**src/rtl/fir_mac_sequencer.sv**
```systemverilog
// fir_mac_sequencer
// Time-multiplexed FIR engine: a single 16x16 signed multiplier and one
// accumulator are stepped over TAPS coefficients for every accepted sample.
// The sample history lives in a circular buffer; the coefficients live in a
// register file that can only be written while idle.
//
// Optional feature: define FIR_SAT_EN to saturate out_sample instead of
// truncating (wrapping) acc[30:15].
//
// Ports
//   clk        rising-edge clock
//   rst        asynchronous active-low reset
//   in_valid   / in_ready / in_sample    sample input handshake (Q1.15)
//   out_valid  / out_ready / out_sample  result output handshake (Q1.15)
//   coef_we, coef_addr, coef_data        coefficient write port (idle only)
//   busy       high while in MAC or OUT
//   dbg_state  current FSM state (IDLE=0, MAC=1, OUT=2)
//
// Handshake: a transfer happens on a rising edge where valid and ready are
// both high. in_ready and out_valid depend on registered state only, and
// out_sample/out_valid stay stable while out_valid is high and out_ready low.
module fir_mac_sequencer #(
  parameter int TAPS  = 16,
  parameter int ACC_W = 40,
  localparam int KW   = $clog2(TAPS)
) (
  input  logic              clk,
  input  logic              rst,
  input  logic              in_valid,
  input  logic [15:0]       in_sample,
  output logic              in_ready,
  output logic              out_valid,
  input  logic              out_ready,
  output logic [15:0]       out_sample,
  input  logic              coef_we,
  input  logic [KW-1:0]     coef_addr,
  input  logic [15:0]       coef_data,
  output logic              busy,
  output logic [1:0]        dbg_state
);

  typedef enum logic [1:0] {IDLE = 2'd0, MAC = 2'd1, OUT = 2'd2} state_t;

  localparam logic [KW-1:0] K_LAST = KW'(TAPS - 1);
  localparam logic signed [ACC_W-1:0] SAT_MAX = ACC_W'(32767);
  localparam logic signed [ACC_W-1:0] SAT_MIN = ACC_W'(-32768);

  state_t state, state_next;
  logic   accept;

  logic signed [15:0]      ring [TAPS];
  logic signed [15:0]      coef [TAPS];
  logic [KW-1:0]           wr_ptr;
  logic [KW-1:0]           n;      // index of the newest sample
  logic [KW-1:0]           k;
  logic signed [ACC_W-1:0] acc;

  logic [KW:0]             rd_sum;
  logic [KW-1:0]           rd_idx;
  logic signed [31:0]      prod;
  logic signed [ACC_W-1:0] prod_ext;
  logic signed [ACC_W-1:0] acc_sh;

  // FSM state register
  always_ff @(posedge clk or negedge rst) begin
    if (!rst) state <= IDLE;
    else      state <= state_next;
  end

  // Next-state and handshake decode
  always_comb begin
    state_next = state;
    in_ready   = 1'b0;
    out_valid  = 1'b0;
    busy       = 1'b0;
    accept     = 1'b0;
    case (state)
      IDLE: begin
        in_ready = 1'b1;
        if (in_valid) begin
          accept     = 1'b1;
          state_next = MAC;
        end
      end
      MAC: begin
        busy = 1'b1;
        if (k == K_LAST) state_next = OUT;
      end
      OUT: begin
        busy      = 1'b1;
        out_valid = 1'b1;
        if (out_ready) state_next = IDLE;
      end
      default: state_next = IDLE;
    endcase
  end

  assign dbg_state = state;

  // (n - k) mod TAPS without relying on TAPS being a power of two
  assign rd_sum   = (k > n) ? ({1'b0, n} + (KW+1)'(TAPS) - {1'b0, k})
                            : ({1'b0, n} - {1'b0, k});
  assign rd_idx   = rd_sum[KW-1:0];
  assign prod     = ring[rd_idx] * coef[k];
  assign prod_ext = {{(ACC_W-32){prod[31]}}, prod};

  // Datapath: ring buffer, coefficient file, pointers and accumulator
  always_ff @(posedge clk or negedge rst) begin
    if (!rst) begin
      for (int i = 0; i < TAPS; i++) begin
        ring[i] <= '0;
        coef[i] <= '0;
      end
      wr_ptr <= '0;
      n      <= '0;
      k      <= '0;
      acc    <= '0;
    end else begin
      if (state == IDLE && coef_we && (int'(coef_addr) < TAPS))
        coef[coef_addr] <= coef_data;
      if (accept) begin
        ring[wr_ptr] <= in_sample;
        n            <= wr_ptr;
        wr_ptr       <= (wr_ptr == K_LAST) ? '0 : wr_ptr + 1'b1;
        acc          <= '0;
        k            <= '0;
      end else if (state == MAC) begin
        acc <= acc + prod_ext;
        k   <= (k == K_LAST) ? '0 : k + 1'b1;
      end
    end
  end

  // Output scaling: arithmetic shift by 15, then truncate or saturate
  assign acc_sh = acc >>> 15;

`ifdef FIR_SAT_EN
  always_comb begin
    if (acc_sh > SAT_MAX)      out_sample = 16'h7FFF;
    else if (acc_sh < SAT_MIN) out_sample = 16'h8000;
    else                       out_sample = acc_sh[15:0];
  end
`else
  logic unused_bits;
  assign unused_bits = ^{acc_sh[ACC_W-1:16], SAT_MAX, SAT_MIN};
  assign out_sample  = acc_sh[15:0];
`endif

endmodule
```
**config.mk**
```make
export PLATFORM = sky130hd
export DESIGN_NAME = fir_mac_sequencer
export DESIGN_NICKNAME = d
export VERILOG_FILES = /design/src/rtl/fir_mac_sequencer.sv
export SDC_FILE = /design/constraint.sdc
export NUM_CORES = 2
export LEC_CHECK = 0
export ABC_CLOCK_PERIOD_IN_PS = 8900
export CORE_MARGIN = 1.5
export CORE_UTILIZATION = 37
export DETAILED_ROUTE_END_ITERATION = 7
export DONT_BUFFER_PORTS = 1
export REMOVE_ABC_BUFFERS = 1
export SYNTH_ARGS = -nofsm -noshare
export SYNTH_HDL_FRONTEND = slang
export SYNTH_SLANG_ARGS = --single-unit
```
**constraint.sdc**
```tcl
create_clock -name clk -period 8.9 [get_ports clk]
set_input_delay 1.78 -clock clk [delete_from_list [all_inputs] [get_ports clk]]
set_output_delay 1.78 -clock clk [all_outputs]
set_load 0.01 [all_outputs]
```
==> impl_metrics.env <==
export IMPL_core_um2=95300
export IMPL_drive_gt1_frac=0.313
export IMPL_nets=3189
export IMPL_cts_buffers=58
export IMPL_dieArea_um2=98300
export IMPL_fin_crit_sh=0.959
export IMPL_multiInputGateArea_um2=19800
export IMPL_cts_resized=0
export IMPL_reg2reg_from="n[0]"
export IMPL_reg2reg_to="acc[20]"
export IMPL_area_growth_pct=10.2
export IMPL_syn_area_um2=35700
export IMPL_drcViolationCount=0
export IMPL_ys_types=63
export IMPL_place_gp_congestion=0.878
export IMPL_setup_violations=0
export IMPL_holdPathEnd="coef[233]"
export IMPL_ys_seq_area_frac=0.391
export IMPL_post_cts_buffers=0
export IMPL_initial_core_util=0.375
export IMPL_grt_pass1_vias=22300
export IMPL_first_iter_violations=1519
export IMPL_insertion_delay_ps=640
export IMPL_vias_per_cell=5.16
export IMPL_grt_pass1_wl_um=137000
export IMPL_drt_total_wl_um=88200
export IMPL_min_period_ps=8530
export IMPL_ios=62
export IMPL_ys_seq_elements=557
export IMPL_grt_max_degree=558
export IMPL_ant_nets=0
export IMPL_max_stage_delay_ps=860
export IMPL_fmax_mhz=117
export IMPL_reg2reg_slack_ps=370
export IMPL_synth_edff_count=0
export IMPL_cpMostUsedCell="fa_1"
export IMPL_die_w_um=314
export IMPL_max_slew_margin=-0.118
export IMPL_ys_async_sr_fraction=1.00
export IMPL_cts_root_buf="clkbuf_16"
export IMPL_path_clk_slew_ps=60
export IMPL_drv_cap=0
export IMPL_worst_pin_slew_ps=1680
export IMPL_r2r_cells=29
export IMPL_critPathMaxFanout=27
export IMPL_yosys_area_top_type_share=0.391
export IMPL_post_dp_hpwl_um=58600
export IMPL_synth_most_common_cell="dfrtp_1"
export IMPL_grt_antenna_before_repair=2
export IMPL_synth_avg_cell_area_um2=12.8
export IMPL_yosys_top_cells_area="dfrtp_1 39%, mux2_2 16%, fa_1 16%, mux4_2 8.2%, ha_1 3.7%"
export IMPL_skew_ps=28.6
export IMPL_hold_viol_final=0
export IMPL_cp_start_kind="flop"
export IMPL_violations="slew limit"
export IMPL_grt_ovfl_total=0
export IMPL_holdPathStages=1
export IMPL_synthesis_instances=2781
export IMPL_status="finished, violations left"
export IMPL_final_max_slew_violation_count=121
export IMPL_avgRoutedWirePerCell_um=21.7
export IMPL_track_usage=0.182
export IMPL_die_h_um=314
export IMPL_final_util=0.413
export IMPL_hold_path_class="reg2reg"
export IMPL_hold_start="coef[233]"
export IMPL_hold_buffers=0
export IMPL_portBuffers=0
export IMPL_synth_warnings=0
export IMPL_synthTopCellsByCount="557 x dfrtp_1, 513 x mux2_2, 335 x inv_1, 286 x fa_1, 172 x nor2_1"
export IMPL_rows=113
export IMPL_crit_arrival_ps=9070
export IMPL_fillers=8923
export IMPL_synth_top_area_cell="dfrtp_1"
export IMPL_vias=21000
export IMPL_clk_path_buf_depth=3
export IMPL_cts_tree="built"
export IMPL_cp_end_kind="flop"
export IMPL_required_ps=9440
export IMPL_seqCellArea_um2=13900
export IMPL_cp_slowest_cell="fa_4"
export IMPL_clock_sinks=557
export IMPL_h_tree_depth=2
export IMPL_dr_pass1_iters=7
export IMPL_synth_top_flop_cell="dfrtp_1"
export IMPL_path_class="reg2reg"
-- worst max path at each step --
stage,start,end,slack [ps],cells past startpoint
after floorplan,k[0],acc[30],-3680,26
after global placement,n[0],acc[30],350,32
after detailed placement,n[0],acc[30],330,32
after CTS,n[0],acc[30],300,32
after global routing,n[0],acc[20],-20,30
final,n[0],acc[20],370,29
-- area by class of cell --
cell class,count,area share
Clock buffer,85,0.0426
Multi-Input combinational cell,1704,0.504
Sequential cell,557,0.355
Tap cell,1265,0.0402
Timing Repair Buffer,80,0.0184
Clock inverter,18,0.00643
Inverter,355,0.0339
Antenna cell,1,0.0000636
-- worst max-delay path: cells and delay by family (launching register included) --
kind | cells | cell delay (ps)
mux | 4 | 1190
simple gates | 3 | 540
fa+ha+maj | 9 | 4390
compound gates | 5 | 1010
buf+inv | 8 | 950
flops | 1 | 360
-- layout by cell type (no fill, tap or decap), types with 16 or more instances in the layout --
master / count
dfrtp_1: 555
mux2_2: 512
inv_1: 334
fa_1: 285
nand2_1: 164
nor2_1: 151
mux4_2: 130
ha_1: 102
buf_4: 70
mux2i_1: 65
clkbuf_16: 61
xnor2_1: 32
a21oi_1: 28
inv_2: 21
nor2_2: 18
clkbuf_1: 17
o21ai_0: 16
-- kinds of logic after synthesis --
| group | Yosys count | synth area share |
|---|---|---|
| compound gates | 110 | 0.0195 |
| xor+xnor | 37 | 0.00950 |
| fa+ha+maj | 392 | 0.198 |
| buf+inv | 520 | 0.0582 |
| flops | 557 | 0.391 |
| mux | 731 | 0.272 |
| simple gates | 434 | 0.0522 |
-- state kept, by name (all words and copies together), names as in the netlist --
name       count
coef         256
acc           31
wr_ptr         4
k              4
n              4
ring         256
dbg_state      2
-- per-layer routing --
metal	part of all wire	wire (um)	track usage
met2	0.47	41500	0.296
met3	0.047	4120	0.0257
met5	0	0	0
met4	0.021	1890	0.0445
met1	0.46	40700	0.257
-- through the flow --
stage,hold slack [ps],std cells,setup slack (ps),area (um2),TNS [ps]
floorplan,453,2616,-3680,34900,-72080
global placement,470,3960,349,37300,0
detailed placement,481,3960,334,37300,0
CTS,494,4063,302,39300,0
global route,507,4064,-18.0,39300,-18.0
finish,490,4065,366,39300,0
Power is not shown: default switching activity piles up to over one toggle a cycle in this logic, so the estimate is an artifact.
